===== src/rtl/bcd_count4_if.sv =====
// Control/status bundle between the board switches and the four-digit BCD counter.
// The master side drives the controls and load value; the slave side is the counter.
interface bcd_count4_if;
   logic        Run;
   logic        Clear;
   logic        Load;
   logic [15:0] LoadVal;
   logic        Up;
   logic [15:0] Count;
   logic        Tick;
   logic        Wrap;

   modport master (
      output Run, Clear, Load, LoadVal, Up,
      input  Count, Tick, Wrap
   );

   modport slave (
      input  Run, Clear, Load, LoadVal, Up,
      output Count, Tick, Wrap
   );
endinterface


===== src/rtl/bcd_count4.sv =====
// Four-digit packed-BCD counter with prescaler, run/hold, clear and saturating load.
// Define BCD_COUNT_DOWN_EN to compile in down-counting selected by Up.
module bcd_count4 #(
   parameter int TICK_DIV = 50_000_000
) (
   input  logic          Clock,
   input  logic          Resetn,
   bcd_count4_if.slave   bus
);

   localparam int PW = (TICK_DIV > 2) ? $clog2(TICK_DIV) : 1;
   localparam logic [PW-1:0] PRESC_TERM = PW'(TICK_DIV - 1);

   logic [PW-1:0] presc_q, presc_d;
   logic [15:0]   count_q, count_d;
   logic          tick_q, tick_d;
   logic          wrap_q, wrap_d;
   logic [16:0]   step_s;

   // Returns {wrap, next} for a ripple-carry BCD increment.
   function automatic logic [16:0] bcd_inc(input logic [15:0] v);
      logic [15:0] r;
      logic        c;
      r = 16'h0000;
      c = 1'b1;
      for (int i = 0; i < 4; i++) begin
         if (c) begin
            if (v[i*4 +: 4] == 4'd9) begin
               r[i*4 +: 4] = 4'd0;
               c           = 1'b1;
            end else begin
               r[i*4 +: 4] = v[i*4 +: 4] + 4'd1;
               c           = 1'b0;
            end
         end else begin
            r[i*4 +: 4] = v[i*4 +: 4];
         end
      end
      return {c, r};
   endfunction

`ifdef BCD_COUNT_DOWN_EN
   // Returns {wrap, next} for a ripple-borrow BCD decrement.
   function automatic logic [16:0] bcd_dec(input logic [15:0] v);
      logic [15:0] r;
      logic        b;
      r = 16'h0000;
      b = 1'b1;
      for (int i = 0; i < 4; i++) begin
         if (b) begin
            if (v[i*4 +: 4] == 4'd0) begin
               r[i*4 +: 4] = 4'd9;
               b           = 1'b1;
            end else begin
               r[i*4 +: 4] = v[i*4 +: 4] - 4'd1;
               b           = 1'b0;
            end
         end else begin
            r[i*4 +: 4] = v[i*4 +: 4];
         end
      end
      return {b, r};
   endfunction
`endif

   function automatic logic [15:0] bcd_sat(input logic [15:0] v);
      logic [15:0] r;
      r = 16'h0000;
      for (int i = 0; i < 4; i++) begin
         if (v[i*4 +: 4] > 4'd9) begin
            r[i*4 +: 4] = 4'd9;
         end else begin
            r[i*4 +: 4] = v[i*4 +: 4];
         end
      end
      return r;
   endfunction

`ifdef BCD_COUNT_DOWN_EN
   assign step_s = bus.Up ? bcd_inc(count_q) : bcd_dec(count_q);
`else
   logic unused_up_s;
   assign unused_up_s = bus.Up;
   assign step_s      = bcd_inc(count_q);
`endif

   // Clear beats Load beats a prescaler-driven step.
   always_comb begin
      presc_d = presc_q;
      count_d = count_q;
      tick_d  = 1'b0;
      wrap_d  = 1'b0;
      if (bus.Clear) begin
         presc_d = PW'(0);
         count_d = 16'h0000;
      end else if (bus.Load) begin
         presc_d = PW'(0);
         count_d = bcd_sat(bus.LoadVal);
      end else if (bus.Run) begin
         if (presc_q == PRESC_TERM) begin
            presc_d = PW'(0);
            count_d = step_s[15:0];
            tick_d  = 1'b1;
            wrap_d  = step_s[16];
         end else begin
            presc_d = presc_q + PW'(1);
         end
      end else begin
         presc_d = presc_q;
      end
   end

   always_ff @(posedge Clock or negedge Resetn) begin
      if (!Resetn) begin
         presc_q <= PW'(0);
         count_q <= 16'h0000;
         tick_q  <= 1'b0;
         wrap_q  <= 1'b0;
      end else begin
         presc_q <= presc_d;
         count_q <= count_d;
         tick_q  <= tick_d;
         wrap_q  <= wrap_d;
      end
   end

   assign bus.Count = count_q;
   assign bus.Tick  = tick_q;
   assign bus.Wrap  = wrap_q;

endmodule


===== src/flat_wrapper.sv =====
// flat-port wrapper written by rule: the top's interface ports become plain ports
module bcd_count4_flat 
#(
   parameter int TICK_DIV = 50_000_000
)
  (Clock, Resetn, bus_Run, bus_Clear, bus_Load, bus_LoadVal, bus_Up, bus_Count, bus_Tick, bus_Wrap);
  bcd_count4_if bus_i ();
  input  logic Clock;
  input  logic Resetn;
  input wire logic [$bits(bus_i.Run)-1:0] bus_Run;
  input wire logic [$bits(bus_i.Clear)-1:0] bus_Clear;
  input wire logic [$bits(bus_i.Load)-1:0] bus_Load;
  input wire logic [$bits(bus_i.LoadVal)-1:0] bus_LoadVal;
  input wire logic [$bits(bus_i.Up)-1:0] bus_Up;
  output wire logic [$bits(bus_i.Count)-1:0] bus_Count;
  output wire logic [$bits(bus_i.Tick)-1:0] bus_Tick;
  output wire logic [$bits(bus_i.Wrap)-1:0] bus_Wrap;
  assign bus_i.Run = bus_Run;
  assign bus_i.Clear = bus_Clear;
  assign bus_i.Load = bus_Load;
  assign bus_i.LoadVal = bus_LoadVal;
  assign bus_i.Up = bus_Up;
  assign bus_Count = bus_i.Count;
  assign bus_Tick = bus_i.Tick;
  assign bus_Wrap = bus_i.Wrap;
  bcd_count4 #(.TICK_DIV(TICK_DIV)) u_core (.Clock(Clock), .Resetn(Resetn), .bus(bus_i));
endmodule

===== config.mk =====
export PLATFORM = sky130hd
export DESIGN_NAME = bcd_count4_flat
export DESIGN_NICKNAME = d
export VERILOG_FILES = /design/src/rtl/bcd_count4_if.sv /design/src/rtl/bcd_count4.sv /design/src/flat_wrapper.sv
export SDC_FILE = /design/constraint.sdc
export NUM_CORES = 1
export LEC_CHECK = 0
export ABC_AREA = 1
export CAP_MARGIN = 10
export CORE_MARGIN = 10
export CORE_UTILIZATION = 56
export CTS_CLUSTER_SIZE = 40
export DETAILED_ROUTE_END_ITERATION = 16
export PLACE_DENSITY = 0.81
export SYNTH_ARGS = -nofsm -noshare
export SYNTH_HDL_FRONTEND = slang
export SYNTH_SLANG_ARGS = --single-unit

===== constraint.sdc =====
create_clock -name Clock -period 1.77 [get_ports Clock]
set_clock_uncertainty 0.15 [all_clocks]
set_input_delay 0.177 -clock Clock [delete_from_list [all_inputs] [get_ports Clock]]
set_output_delay 0.177 -clock Clock [all_outputs]
set_load 0.02 [all_outputs]

-- After elaboration in Yosys (flattened, before gate mapping)
Cells that the tools add are included.
- bits in registers: 44
- bits in latches: 0
- memory bits (writable): 0
- memory bits (read-only): 0
- output and inout port bits: 18
- memories: 0
- $add $sub $neg: 5
- $mul: 0
- div/mod/pow operators: 0
- magnitude comparators: 4
- equal/unequal tests: 5
- shifts and indexed selects: 0
- muxes and demuxes: 34
- bitwise operators: 0
- reductions and logical operators: 9
- operator list (cell ; count):
    $mux W26 ; 4
    $mux W16 ; 4
    $mux W4 ; 11
    $add A26 B1 Y26 const B ; 1
    $eq A26 B26 Y1 const B ; 1
    $add A4 B1 Y4 const B ; 4
    $eq A4 B4 Y1 const B ; 4
    $gt A4 B4 Y1 const B ; 4
    $mux W1 ; 15
    $reduce_bool A3 Y1 ; 5
    $reduce_and A3 Y1 ; 3
    $reduce_and A2 Y1 ; 1

-- Logic depth before layout (Yosys ltp)
Gate-level depths: netlist of run 1.
- depth in word-level cells: 9
- depth in mapped cells: 11

-- Least setup slack after synthesis of run 1
No wires, ideal clock.
- path type: register to register
- start: reg u_core.count_q[4] (netlist: u_core.bus.Count[4])
- end: reg u_core.count_q[15] (netlist: u_core.bus.Count[15])
- data arrival time: 1.443 ns
- setup slack: 0.053 ns
- cell stages (with the launch flop): 9
- path buffers: 0
- clock period less this slack: 1.717 ns
- cell sequence: dfrtp_1 ha_1 nand2_1 nor2_1 nand2_1 o21ai_1 nand3_2 nand2_1 o21ai_1
- word-level cells in the longest chain between the ends: 6
- RTL lines (element ; line ; RTL):
    from (decl) ; bcd_count4.sv:15 ; logic [15:0] count_q, count_d;
    from (signal assigned) ; bcd_count4.sv:121 ; count_q <= count_d;
    $eq A4 B4 Y1 ; bcd_count4.sv:28 ; if (v[i*4 +: 4] == 4'd9) begin
    $mux W1 ; bcd_count4.sv:28 ;
    $mux W1 (2 in a row) ; bcd_count4.sv:27 ; if (c) begin
    $reduce_bool A3 Y1 (no source line) ; n/a ;
    $reduce_and A3 Y1 (no source line) ; n/a ;
No other way between the ends.
A chain may end at the register's enable or synchronous reset.

-- Worst setup path in the final report of run 1
- start: reg u_core.presc_q[7]
- end: reg u_core.count_q[13] (netlist: u_core.bus.Count[13])
- word-level cells in the longest chain between the ends: 3
- RTL lines (element ; line ; RTL):
    from (decl) ; bcd_count4.sv:14 ; logic [PW-1:0] presc_q, presc_d;
    from (signal assigned) ; bcd_count4.sv:120 ; presc_q <= presc_d;
    $eq A26 B26 Y1 ; bcd_count4.sv:100 ; if (presc_q == PRESC_TERM) begin
    $reduce_bool A3 Y1 (no source line) ; n/a ;
    $reduce_and A3 Y1 (no source line) ; n/a ;
No other way between the ends.

==> impl_metrics.toml, run 1 <==
[sta]
rsz0062_at_grt = "yes"
worst_slack_ns = -0.1665
worst_pin_slew_ns = 0.5228
setup_tns_ns = -3.856
finalSetupViolCount = 35
period_minus_slack_ns = 1.937
fmax_mhz = 516.4
finalMaxSlewViolations = 0
slew_headroom_pct = 65.15
whs_ns = 0.2006
period_share_pct = 109.4
hold_violations = 0

[cts]
cts.sinks = 44
clk_pin_slew_ns = 0.10
clock_path_buffers = 2
clk_latency_ns = 0.32
ctsHtreeMaxLevel = 2
cts_root_buf = "clkbuf_8"
cts_buffers = 5
cts_tree = "built"

[route]
drtPass1Iterations = 5
wl_per_cell_um = 19.16
route.detailed.drc = 0
via_per_inst = 6.146
drtIter0Drc = 462
num_vias = 3737
wl_um = 11650
drtAntennaViolNets = 0

[placement]
gp_congestion = 0.9562
portBuffers = 38
dp_worst_setup_slack_ns = -0.05219
dpl.hpwl_um = 6857

[floorplan]
std_cell_rows = 26
start_util_pct = 58.22
ios = 40
die_x_um = 93.34
dieArea_um2 = 8711
die_height_um = 93.34
core_um2 = 5172

[cells_and_area]
nNetsFinal = 568
antennaDiodeCount = 0
drive_gt1_share_pct = 32.53
utilization_pct = 85.41
area_growth_pct = 46.70

[setup_path]
critPathLaunchType = "register"
worst_r2r_startpoint = "u_core.presc_q[7]"
cp_slowest_cell = "dfrtp_1"
crit_path_max_incr_delay_ns = 0.47
end_kind = "register"
path_cells = "inv_1 -> nand2_1 -> nor2_1 -> nand2_2 -> nor2_2 -> nand2_2 -> nand2_4 -> nand3_4 -> nand2_1 -> o21ai_1"
critPathKind = "register to register"
reg2reg_to = "u_core.bus.Count[13]"
crit_start = "u_core.presc_q[7]"
worst_ep_required_time_ns = 1.82
r2r_cells = 10
crit_path_max_fanout = 8
worst_ep_arrival_time_ns = 1.98
endpoint = "u_core.bus.Count[13]"
r2r_slack_ns = -0.17

[pwr]
power_density_nw_per_um2 = 588.7
power_mw = 2.601
p_leak_nw = 1.992
ir_drop_uv = 432.2

[synth]
synth_area_per_cell_um2 = 7.053
synth_area_um2 = 3012
synth-seq-cells = 44
netlist_instances = 427
ys_seq_area_share_pct = 36.56
syn_nets = 458
synth.distinct_cells = 31
ys_warn_count = 0

[global_route]
grt_pass1_wl_um = 15020
track_usage_pct = 21.22
grt_pass1_vias = 3194
use_met1_pct = 25.05
grt_use_met2_pct = 37.01
grt_max_degree = 25
met3_usage_pct = 4.956
grt-ovfl-total = 0
antenna_found_initial = 0
grt-busiest-layer = "met2"

[run_status]
status = "finished with violations"
violations = "negative setup slack"

[min_path]
hp-class = "input port to async pin"

[flow_run]
max_cap_violations = 0
==> stage by stage <==
step	std cells	area, µm²
global route	608	4418
floorplan	427	3012
finish	608	4418
detailed placement	582	3862
global placement	582	3862
CTS	594	4041
==> placed cells by master, fill, tap and decap left out, types with 5 or more instances in the layout <==
cell / netlist / final
o21ai_1: 9 / 14
nor3_1: 9 / 6
clkdlybuf4s50_1: 0 / 30
inv_1: 38 / 32
nor2_2: 4 / 13
nor3_2: 2 / 5
xor2_1: 10 / 9
nand4_1: 7 / 7
buf_4: 0 / 62
o21ai_2: 4 / 6
nand3_1: 24 / 21
nand2_4: 4 / 11
dfrtp_1: 44 / 41
a21oi_1: 25 / 23
nand2_2: 5 / 22
dlymetal6s2s_1: 0 / 6
nor2_4: 5 / 10
ha_1: 9 / 7
inv_2: 6 / 11
o21ai_0: 31 / 23
nor2_1: 56 / 42
clkbuf_8: 0 / 6
nand2_1: 114 / 89
==> registers in the layout (all words and copies together), names as in the netlist <==
signal / cells
u_core.presc_q: 26
u_core.bus.Wrap: 1
u_core.bus.Count: 16
u_core.bus.Tick: 1
==> synth_stat cells <==
library cell / count / share of area, %
nand2_1: 114 / 14
nor2_1: 56 / 7.0
dfrtp_1: 44 / 37
inv_1: 38 / 4.7
o21ai_0: 31 / 5.2
a21oi_1: 25 / 4.2
nand3_1: 24 / 4.0
xor2_1: 10 / 2.9
ha_1: 9 / 3.7
nor3_1: 9 / 1.5
o21ai_1: 9 / 1.5
nand4_1: 7 / 1.5
inv_2: 6 / 0.75
nand2_2: 5 / 1.0
nand3_2: 5 / 1.7
nor2_4: 5 / 1.9
nand2_4: 4 / 1.5
nor2_2: 4 / 0.83
o21ai_2: 4 / 1.2
clkbuf_1: 3 / 0.37
nor3_2: 2 / 0.66
nor3b_1: 2 / 0.50
o211ai_1: 2 / 0.50
xnor2_1: 2 / 0.58
a21o_1: 1 / 0.25
a41oi_1: 1 / 0.29
buf_2: 1 / 0.17
buf_6: 1 / 0.37
o22ai_1: 1 / 0.21
or2_2: 1 / 0.21
or3_1: 1 / 0.21
==> cell families (layout without fill, tap and decap cells) <==
kind of cell	count (synthesis)	in the layout	share of synthesized area (%)
flops	44	44	36.56
fa+ha+maj	9	9	3.739
xor+xnor	12	12	3.490
buf+inv	49	160	6.398
simple gates	239	239	36.60
compound gates	74	74	13.21
==> worst min-delay path by stage <==
stage	start	endpoint	slack (ns)	depth (start not counted)
floorplan	Resetn	u_core.bus.Count[0]	-0.27	0
global placement	Resetn	u_core.bus.Count[10]	0.02	1
detailed placement	Resetn	u_core.bus.Count[10]	0.02	1
CTS	Resetn	u_core.presc_q[19]	0.22	2
global route	Resetn	u_core.presc_q[19]	0.28	2
finish	Resetn	u_core.presc_q[19]	0.20	2
==> power breakdown <==
group | leakage [nW] | internal (mW) | total [mW] | switching [mW]
registers | 0.594 | 1.06 | 1.15 | 0.0871
logic | 1.35 | 0.326 | 0.737 | 0.412
clock network | 0.0445 | 0.318 | 0.712 | 0.394
==> critical path, delay by kind of cell, from the launching register on <==
kind,cells,cell delay (ns)
AND/OR/NAND/NOR,8,0.97
buffers and inverters,1,0.13
AO/OA/AOI/OAI,1,0.08
flip-flops,1,0.47
==> metal layers <==
layer,up-vias,part of all wire (%)
met5,-,0
met4,0,5.5
met3,88,9.3
met2,289,50
met1,1746,36
li1,1614,-
==> cell type report <==
| cell class | count | area [µm²] |
|---|---|---|
| Sequential cell | 44 | 1105 |
| Fill cell | 257 | 754.5 |
| Clock inverter | 1 | 7.507 |
| Clock buffer | 7 | 86.33 |
| Tap cell | 70 | 87.58 |
| Timing Repair Buffer | 108 | 964.7 |
| Inverter | 44 | 168.9 |
| Multi-Input combinational cell | 334 | 1998 |
==> timing repair <==
action	in CTS	in global routing
hold buffers	1	0
buffers inserted	3	15
hold endpoints to repair	20	0
gates resized for setup	12	91
pin swaps	3	27
setup endpoints to repair	19	48
No activity file was read; power rests on OpenSTA's default activity.
==> run 2: changes to the inputs <==
--- a/config.mk
+++ b/config.mk
@@ -9,7 +9,6 @@
 export CAP_MARGIN = 10
 export CORE_MARGIN = 10
 export CORE_UTILIZATION = 56
-export CTS_CLUSTER_SIZE = 40
 export DETAILED_ROUTE_END_ITERATION = 16
 export PLACE_DENSITY = 0.81
 export SYNTH_ARGS = -nofsm -noshare
==> results of run 2 <==
Same layout as run 1: the final DEF is identical, and so are final timing and power.
